$ cat src/rtl/fifo_pkg.sv
// -----------------------------------------------------------------------------
// fifo_pkg
// Shared default sizing for the byte FIFO and its storage sub-block.
//   FIFO_DATA_WIDTH : width of din/dout
//   FIFO_DEPTH      : number of storage entries (power of two)
//   FIFO_ADDR_WIDTH : pointer width, log2(FIFO_DEPTH)
//   FIFO_CNT_WIDTH  : occupancy counter width, holds 0..FIFO_DEPTH inclusive
// -----------------------------------------------------------------------------
package fifo_pkg;

   localparam int FIFO_DATA_WIDTH = 8;
   localparam int FIFO_DEPTH      = 8;
   localparam int FIFO_ADDR_WIDTH = $clog2(FIFO_DEPTH);
   localparam int FIFO_CNT_WIDTH  = $clog2(FIFO_DEPTH + 1);

endpackage

$ cat src/rtl/fifo_if.sv
// -----------------------------------------------------------------------------
// fifo_if
// Producer/consumer side of the FIFO grouped into one bundle.
//   wr, rd, din          : requests and write data (driven by the master)
//   dout                 : registered read data (driven by the FIFO)
//   full, empty          : occupancy status decodes (driven by the FIFO)
//   fifo_cnt             : number of stored entries (driven by the FIFO)
// Modports: master = user of the queue, slave = the FIFO itself.
// -----------------------------------------------------------------------------
interface fifo_if
   import fifo_pkg::*;
#(
   parameter int DATA_WIDTH = FIFO_DATA_WIDTH,
   parameter int CNT_WIDTH  = FIFO_CNT_WIDTH
);

   logic                  wr;
   logic                  rd;
   logic [DATA_WIDTH-1:0] din;
   logic [DATA_WIDTH-1:0] dout;
   logic                  full;
   logic                  empty;
   logic [CNT_WIDTH-1:0]  fifo_cnt;

   modport master (
      output wr, rd, din,
      input  dout, full, empty, fifo_cnt
   );

   modport slave (
      input  wr, rd, din,
      output dout, full, empty, fifo_cnt
   );

endinterface

$ cat src/rtl/fifo_mem.sv
// -----------------------------------------------------------------------------
// fifo_mem
// Small register-file RAM: one synchronous write port, one synchronous read
// port whose output register holds its value when no read is requested.
//   clk   : clock
//   reset : asynchronous active-high reset (clears the read register only)
//   we    : write enable, waddr/wdata written on the rising edge
//   re    : read enable, mem[raddr] loaded into rdata on the rising edge
//   rdata : registered read data
// -----------------------------------------------------------------------------
module fifo_mem
   import fifo_pkg::*;
#(
   parameter int DATA_WIDTH = FIFO_DATA_WIDTH,
   parameter int DEPTH      = FIFO_DEPTH,
   parameter int ADDR_WIDTH = FIFO_ADDR_WIDTH
) (
   input  logic                  clk,
   input  logic                  reset,
   input  logic                  we,
   input  logic [ADDR_WIDTH-1:0] waddr,
   input  logic [DATA_WIDTH-1:0] wdata,
   input  logic                  re,
   input  logic [ADDR_WIDTH-1:0] raddr,
   output logic [DATA_WIDTH-1:0] rdata
);

   // Storage is deliberately left out of reset so it can map onto RAM cells.
   logic [DATA_WIDTH-1:0] mem_q [DEPTH];
   logic [DATA_WIDTH-1:0] rdata_q;
   logic [DATA_WIDTH-1:0] rdata_d;

   always_ff @(posedge clk) begin
      if (we) begin
         mem_q[waddr] <= wdata;
      end
   end

   always_comb begin
      rdata_d = rdata_q;
      if (re) begin
         rdata_d = mem_q[raddr];
      end
   end

   always_ff @(posedge clk or posedge reset) begin
      if (reset) begin
         rdata_q <= '0;
      end else begin
         rdata_q <= rdata_d;
      end
   end

   assign rdata = rdata_q;

endmodule

$ cat src/rtl/fifo.sv
// -----------------------------------------------------------------------------
// fifo
// Synchronous single-clock byte FIFO with full/empty/occupancy status.
//   clk   : clock, all state updates on its rising edge
//   reset : asynchronous active-high reset
//   bus   : fifo_if slave port (wr, rd, din in; dout, full, empty, fifo_cnt out)
// Writes while full and reads while empty are silently ignored. A read and a
// write on the same edge both proceed unless one of them is blocked by the
// current full/empty state.
// -----------------------------------------------------------------------------
module fifo
   import fifo_pkg::*;
#(
   parameter int DATA_WIDTH = FIFO_DATA_WIDTH,
   parameter int DEPTH      = FIFO_DEPTH,
   parameter int ADDR_WIDTH = FIFO_ADDR_WIDTH,
   parameter int CNT_WIDTH  = FIFO_CNT_WIDTH
) (
   input  logic  clk,
   input  logic  reset,
   fifo_if.slave bus
);

   logic [ADDR_WIDTH-1:0] wr_ptr_q;
   logic [ADDR_WIDTH-1:0] wr_ptr_d;
   logic [ADDR_WIDTH-1:0] rd_ptr_q;
   logic [ADDR_WIDTH-1:0] rd_ptr_d;
   logic [CNT_WIDTH-1:0]  cnt_q;
   logic [CNT_WIDTH-1:0]  cnt_d;
   logic                  full;
   logic                  empty;
   logic                  write_en;
   logic                  read_en;
   logic [DATA_WIDTH-1:0] dout;

   // Status is a pure decode of the counter, so full and empty are exclusive.
   assign full     = (cnt_q == CNT_WIDTH'(DEPTH));
   assign empty    = (cnt_q == '0);

   // Acceptance uses pre-edge status: a read on empty never sees this edge's
   // write, and a write on full is dropped even if a read frees a slot.
   assign write_en = bus.wr & ~full;
   assign read_en  = bus.rd & ~empty;

   always_comb begin
      wr_ptr_d = wr_ptr_q;
      rd_ptr_d = rd_ptr_q;
      cnt_d    = cnt_q;
      // DEPTH is a power of two, so pointer overflow gives the modulo wrap.
      if (write_en) begin
         wr_ptr_d = wr_ptr_q + ADDR_WIDTH'(1);
      end
      if (read_en) begin
         rd_ptr_d = rd_ptr_q + ADDR_WIDTH'(1);
      end
      case ({write_en, read_en})
         2'b10:   cnt_d = cnt_q + CNT_WIDTH'(1);
         2'b01:   cnt_d = cnt_q - CNT_WIDTH'(1);
         default: cnt_d = cnt_q;
      endcase
   end

   always_ff @(posedge clk or posedge reset) begin
      if (reset) begin
         wr_ptr_q <= '0;
         rd_ptr_q <= '0;
         cnt_q    <= '0;
      end else begin
         wr_ptr_q <= wr_ptr_d;
         rd_ptr_q <= rd_ptr_d;
         cnt_q    <= cnt_d;
      end
   end

   fifo_mem #(
      .DATA_WIDTH (DATA_WIDTH),
      .DEPTH      (DEPTH),
      .ADDR_WIDTH (ADDR_WIDTH)
   ) u_mem (
      .clk   (clk),
      .reset (reset),
      .we    (write_en),
      .waddr (wr_ptr_q),
      .wdata (bus.din),
      .re    (read_en),
      .raddr (rd_ptr_q),
      .rdata (dout)
   );

   assign bus.dout     = dout;
   assign bus.full     = full;
   assign bus.empty    = empty;
   assign bus.fifo_cnt = cnt_q;

endmodule

$ cat src/flat_wrapper.sv
// flat-port wrapper written by rule: the top's interface ports become plain ports
module fifo_flat import fifo_pkg::*;
#(
   parameter int DATA_WIDTH = FIFO_DATA_WIDTH,
   parameter int DEPTH      = FIFO_DEPTH,
   parameter int ADDR_WIDTH = FIFO_ADDR_WIDTH,
   parameter int CNT_WIDTH  = FIFO_CNT_WIDTH
)
  (clk, reset, bus_wr, bus_rd, bus_din, bus_dout, bus_full, bus_empty, bus_fifo_cnt);
  fifo_if #(.DATA_WIDTH(DATA_WIDTH), .CNT_WIDTH(CNT_WIDTH)) bus_i ();
  input  logic clk;
  input  logic reset;
  input wire logic [$bits(bus_i.wr)-1:0] bus_wr;
  input wire logic [$bits(bus_i.rd)-1:0] bus_rd;
  input wire logic [$bits(bus_i.din)-1:0] bus_din;
  output wire logic [$bits(bus_i.dout)-1:0] bus_dout;
  output wire logic [$bits(bus_i.full)-1:0] bus_full;
  output wire logic [$bits(bus_i.empty)-1:0] bus_empty;
  output wire logic [$bits(bus_i.fifo_cnt)-1:0] bus_fifo_cnt;
  assign bus_i.wr = bus_wr;
  assign bus_i.rd = bus_rd;
  assign bus_i.din = bus_din;
  assign bus_dout = bus_i.dout;
  assign bus_full = bus_i.full;
  assign bus_empty = bus_i.empty;
  assign bus_fifo_cnt = bus_i.fifo_cnt;
  fifo #(.DATA_WIDTH(DATA_WIDTH), .DEPTH(DEPTH), .ADDR_WIDTH(ADDR_WIDTH), .CNT_WIDTH(CNT_WIDTH)) u_core (.clk(clk), .reset(reset), .bus(bus_i));
endmodule
$ cat config.mk
export PLATFORM = sky130hd
export DESIGN_NAME = fifo_flat
export DESIGN_NICKNAME = d
export VERILOG_FILES = /design/src/rtl/fifo_pkg.sv /design/src/rtl/fifo_if.sv /design/src/rtl/fifo_mem.sv /design/src/rtl/fifo.sv /design/src/flat_wrapper.sv
export SDC_FILE = /design/constraint.sdc
export NUM_CORES = 1
export LEC_CHECK = 0
export BUFFER_PORTS_ARGS = -buffer_cell sky130_fd_sc_hd__buf_2
export CAP_MARGIN = 0
export CORE_MARGIN = 10
export CORE_UTILIZATION = 42
export CTS_BUF_LIST = sky130_fd_sc_hd__clkbuf_4 sky130_fd_sc_hd__clkbuf_8
export DETAILED_ROUTE_END_ITERATION = 12
export MAX_ROUTING_LAYER = met4
export PLACE_DENSITY = 0.56
export SLEW_MARGIN = 20
export SYNTH_ARGS = -nofsm -noshare
export SYNTH_HDL_FRONTEND = slang
export SYNTH_SLANG_ARGS = --single-unit
$ cat constraint.sdc
create_clock -name clk -period 2.93 [get_ports clk]
set_input_delay 0.293 -clock clk [delete_from_list [all_inputs] [get_ports clk]]
set_output_delay 0.293 -clock clk [all_outputs]
set_load 0.01 [all_outputs]
# Word level (Yosys, flattened, before mapping)
# Memories as Yosys holds them, arrays and structs flattened. A register that Yosys moved wholly into a read port is not among the register bits.
# Cells that the tools add are included.
# word_totals
regBits,10
wordCells,20
output_inout_bits,14
mem_bits_rw,64
input_bits,12
mem_count,1
# mem_list
name,words,width,read_ports,rd_clocked_by_memory_dff,write_ports,line_no,source
u_core.u_mem.mem_q,8,8,1,1,1,fifo_mem.sv:29,logic [DATA_WIDTH-1:0] mem_q [DEPTH];
# classes
muxes,3
n_addsub,4
reduce_logical,2
eq_ne,3
bitwise,4
# op_table
cell,n
$pmux W4 S2,1
$add A3 B1 Y3 const B,2
$add A4 B1 Y4 const B,1
$eq A4 B4 Y1 const B,1
$logic_not A4 Y1,1
$sub A4 B1 Y4 const B,1
$and A1 B1 Y1,2
$eq A2 B1 Y1 const B,1
$eq A2 B2 Y1 const B,1
$mux W1,2
$not A1 Y1,2
$reduce_bool A2 Y1,1

# Depth between registers and ports, before layout
# depth
ltp_word,5
mapped_depth,10
ltp_nobuf,9

# Hierarchy
# Synthesis repeated with hierarchy kept, for this count alone.
# unflattened
hier_cells,227
area_unflattened_um2,3497.1
# modules_own_cells
module,area_per_inst_um2,n_inst,cells_per_inst
fifo_mem,2865.2,1,170
fifo,631.9,1,57

# Least setup slack after synthesis
# No wires, ideal clock.
# synth_path
path_type,flip-flop to flip-flop
startpoint,"register u_core.cnt_q[0], in the netlist u_core.bus.fifo_cnt[0]"
endpoint,"register u_core.cnt_q[3], in the netlist u_core.bus.fifo_cnt[3]"
n_path_buf,1
setup_ns,0.126
required_time_ns,2.804
period_less_slack_ns,2.561
arrival_time_ns,2.435
setup_slack_ns,0.369
path_stages_with_launch,10
cell_sequence,dfrtp_1 -> buf_6 -> o41ai_4 -> inv_2 -> ha_1 -> ha_1 -> a21o_2 -> a2111oi_0 -> nand4b_1 -> nand3_1
# synth_between
elab_chain_len,5
word_cells_on_any_way,12
# synth_rtl
item,line_no,source
from (decl),fifo.sv:28,logic [CNT_WIDTH-1:0] cnt_q;
from (signal assigned),fifo.sv:71,cnt_q <= cnt_d;
$logic_not A4 Y1 (*),fifo.sv:38,assign empty = (cnt_q == '0);
$not A1 Y1 (*),fifo.sv:43,assign read_en = bus.rd & ~empty;
$and A1 B1 Y1 (*),fifo.sv:43,
named net u_core.read_en,fifo.sv:33,logic read_en;
$eq A2 B1 Y1 / $eq A2 B2 Y1 (equally long branches),fifo.sv:56,"case ({write_en, read_en})"
$pmux W4 S2 / $reduce_bool A2 Y1 (equally long branches),--,
# Mark *: on every way through the listed nets, which the timed path passes. The rest lies on a longest branch.
# A chain may end at the register's enable or synchronous reset.

# Final worst setup path
# layout_path
startpoint,"register u_core.cnt_q[0], in the netlist u_core.bus.fifo_cnt[0]"
endpoint,"register u_core.cnt_q[3], in the netlist u_core.bus.fifo_cnt[3]"
# layout_between
elab_chain_len,5
word_cells_on_any_way,12
# layout_rtl
item,line_no
$eq A4 B4 Y1 / $logic_not A4 Y1 (equally long branches),"fifo.sv:37, fifo.sv:38"
"$not A1 Y1, on equally long branches","fifo.sv:42, fifo.sv:43"
"$and A1 B1 Y1, on equally long branches","fifo.sv:42, fifo.sv:43"
$eq A2 B1 Y1 / $eq A2 B2 Y1 (equally long branches),fifo.sv:56
$pmux W4 S2 / $reduce_bool A2 Y1 (equally long branches),--
# Parallel ways exist; a longest one is shown, timed or not.

==> impl_metrics.ini <==
[die]
die_w_um = 110
die_h_um = 110
core_area_um2 = 7810
initial_core_util_pct = 43.6
rows = 32
die_area_um2 = 12100
num_io_pins = 26

[cts]
clkSinkCount = 82
clk_latency_ns = 0.35
cts-root-buf = clkbuf_8
cts_resized = 0
clockBufferDepth = 2
cts_tree = done
hold_buffers = 0
cts-buffers-inserted = 9
cts_setup_buffers = 0
cts.htree.levels = 3
clk_pin_slew_ns = 0.09

[place]
postPlaceCellArea_um2 = 3640
portBuffers = 25
post-place-ws_ns = 0.328
gp_congestion = 0.735
dp_hpwl_mm = 4.26

[setup_path]
cp.required_ns = 3.17
crit_type = flip-flop to flip-flop
critical_path.most_common_cell = ha_1
cp-end-kind = flip-flop
cpPeakStageDelay_ns = 0.50
critical_path.cell_chain = nor3_1, a21boi_1, inv_1, ha_1, ha_1, a21o_2, a2111oi_0, nand4b_1, nand3_1
startpoint_type = flip-flop
cp.arrival_ns = 2.84
cp_max_fo = 7
critPathSlowestCell = dfrtp_1

[min_path]
hp-class = input pin to asynchronous set/reset pin

[detailed_routing]
ant_nets = 0
detail_route.wirelength_mm = 6.51
route.vias.total = 1847
drc = 0
drt-vias-per-instance = 5.10
drt_iter0_markers = 48
drt_pass1_iterations = 4
post_drt_wl_per_cell_um = 18.0

[synthesis]
avgSynthCellArea_um2 = 15.6
async_flop_share_pct = 22.0
synth_edf_count = 64
yosysSeqAreaShare_pct = 69.7
yosysWarnings = 0
synthCells = 218
synth.distinct_cells = 35
synth.area.top_cells = edfxtp_1 56%, dfrtp_1 13%, mux2_2 5.3%
ys_seq_elements = 82
synthFlopType = edfxtp_1
syn_area_um2 = 3400
syn_nets = 236
yosys.area.top_type = edfxtp_1
synth_top_area_share_pct = 56.5

[final_layout]
drive_above_1_share_pct = 26.9
area_growth_pct = 13.3
fillCellCount = 658
nets = 273
final_area_um2 = 3850
diodes = 0

[timing]
grt_setup_unrepaired = false
tightest_slew_ns = 0.784
max_freq_mhz = 385
finalCriticalPeriod_ns = 2.60
setup_viol = 0
skew_ns = 0.0131
hold_viol = 0
slew_violations = 0
finalWorstSetupSlack_ns = 0.331
slew_headroom_pct = 47.7
timing.hold.ws_ns = 0.0745
setup_tns_ns = 0
min_period_over_period_pct = 88.7

[pwr]
ir_drop_mv = 0.392
leakage_uw = 0.00147
finalPower_uw = 3780
power.density_nw_per_um2 = 982

[run_status]
status = finished, final reports clean

[grt]
gr-usage-all-layers_pct = 11.9
grt_pass1_wl_mm = 10.2
grt_remaining_overflow = 0
grt_max_degree = 35
antenna_found_initial = 0
grt_pass1_vias = 1855

[run]
maxCapViolations = 0
Yosys cell counts (2+ instances only):
library cell  instances
o21ai_1               8
nor2_1                8
xnor2_1               4
inv_1                 5
clkbuf_1              2
nor3_1                4
o22ai_1               8
nand3_1               2
buf_6                 3
nand2_1              24
dfrtp_1              18
a221o_1               8
edfxtp_1             64
nand2b_1              4
mux2_2               16
ha_1                  5
mux2i_1              17
flip-flops by register name, summed over array words and instances, names as in the netlist:
signal	cells
u_core.bus.fifo_cnt	4
u_core.rd_ptr_q	3
u_core.u_mem.mem_q	64
u_core.u_mem.rdata	8
u_core.wr_ptr_q	3
metrics by stage:
stage / std cells / utilization (%)
after floorplan: 218 / -
after global placement: 346 / 46.7
after detailed placement: 346 / 46.7
after CTS: 362 / 49.4
after global routing: 362 / 49.4
final: 362 / 49.4
where the power goes:
group | leakage, uW | switching [uW] | internal (uW)
sequential | 0.000796 | 160 | 1520
combinational | 0.000569 | 704 | 553
clock | 0.000106 | 406 | 443
layer usage:
| metal | up-vias | part of all wire [%] | global-route usage (%) |
|---|---|---|---|
| met1 | 910 | 46 | 14.1 |
| met4 | 0 | 2.2 | 5.67 |
| li1 | 894 | - | - |
| met5 | - | 0 | - |
| met2 | 31 | 48 | 18.7 |
| met3 | 12 | 3.7 | 2.67 |
worst paths after layout:
kind | cells after the start | start | slack, ns | endpoint
worst max-delay path | 9 | u_core.bus.fifo_cnt[0] | 0.33 | u_core.bus.fifo_cnt[3]
worst min-delay path | 2 | reset | 0.07 | u_core.u_mem.rdata[0]
worst max register to register | 9 | u_core.bus.fifo_cnt[0] | 0.33 | u_core.bus.fifo_cnt[3]
worst min register to register | 2 | u_core.u_mem.rdata[0] | 0.49 | u_core.u_mem.rdata[0]
max in group asynchronous | 2 | reset | 2.36 | u_core.bus.fifo_cnt[0]
min in group clk | 1 | bus_din[3] | 0.21 | u_core.u_mem.mem_q[2][3]
worst max-delay path, delay by kind of cell, from the launching register on:
family                     cells  cell delay (ns)
AOI/OAI and AO/OA              3             0.92
adders and majority gates      2             0.59
DFF                            1             0.50
and+or+nand+nor                3             0.36
buffers and inverters          1             0.14
cell families after synthesis:
group / synth area share (%)
DFF: 69.7
buffers and inverters: 3.24
xor gates and xnor gates: 1.29
muxes: 10.3
adders and majority gates: 2.43
and+or+nand+nor: 6.18
AOI/OAI and AO/OA: 6.84
cell usage in the layout, fill, tap and decap left out, types with 2 or more instances in the layout:
cell type | netlist | routed
clkbuf_8 | 0 | 11
edfxtp_1 | 64 | 64
buf_2 | 0 | 25
dfrtp_1 | 18 | 18
inv_1 | 5 | 5
nor3_1 | 4 | 4
nand3_1 | 2 | 2
a221o_1 | 8 | 8
ha_1 | 5 | 5
nand2_1 | 24 | 24
mux2i_1 | 17 | 17
mux2_2 | 16 | 16
nand2b_1 | 4 | 4
o22ai_1 | 8 | 8
xnor2_1 | 4 | 4
buf_4 | 1 | 10
nor2_1 | 8 | 8
o21ai_1 | 8 | 8
cell type report:
class | instances | area [um2] | share of cell area [%]
Sequential cell | 82 | 2370 | 61.6
Clock buffer | 11 | 151 | 3.93
Inverter | 6 | 22.5 | 0.584
Timing Repair Buffer | 35 | 200 | 5.19
Multi-Input combinational cell | 121 | 920 | 23.9
Clock inverter | 5 | 60.1 | 1.56
Tap cell | 102 | 128 | 3.31
Power figures use the tool's default switching activity.
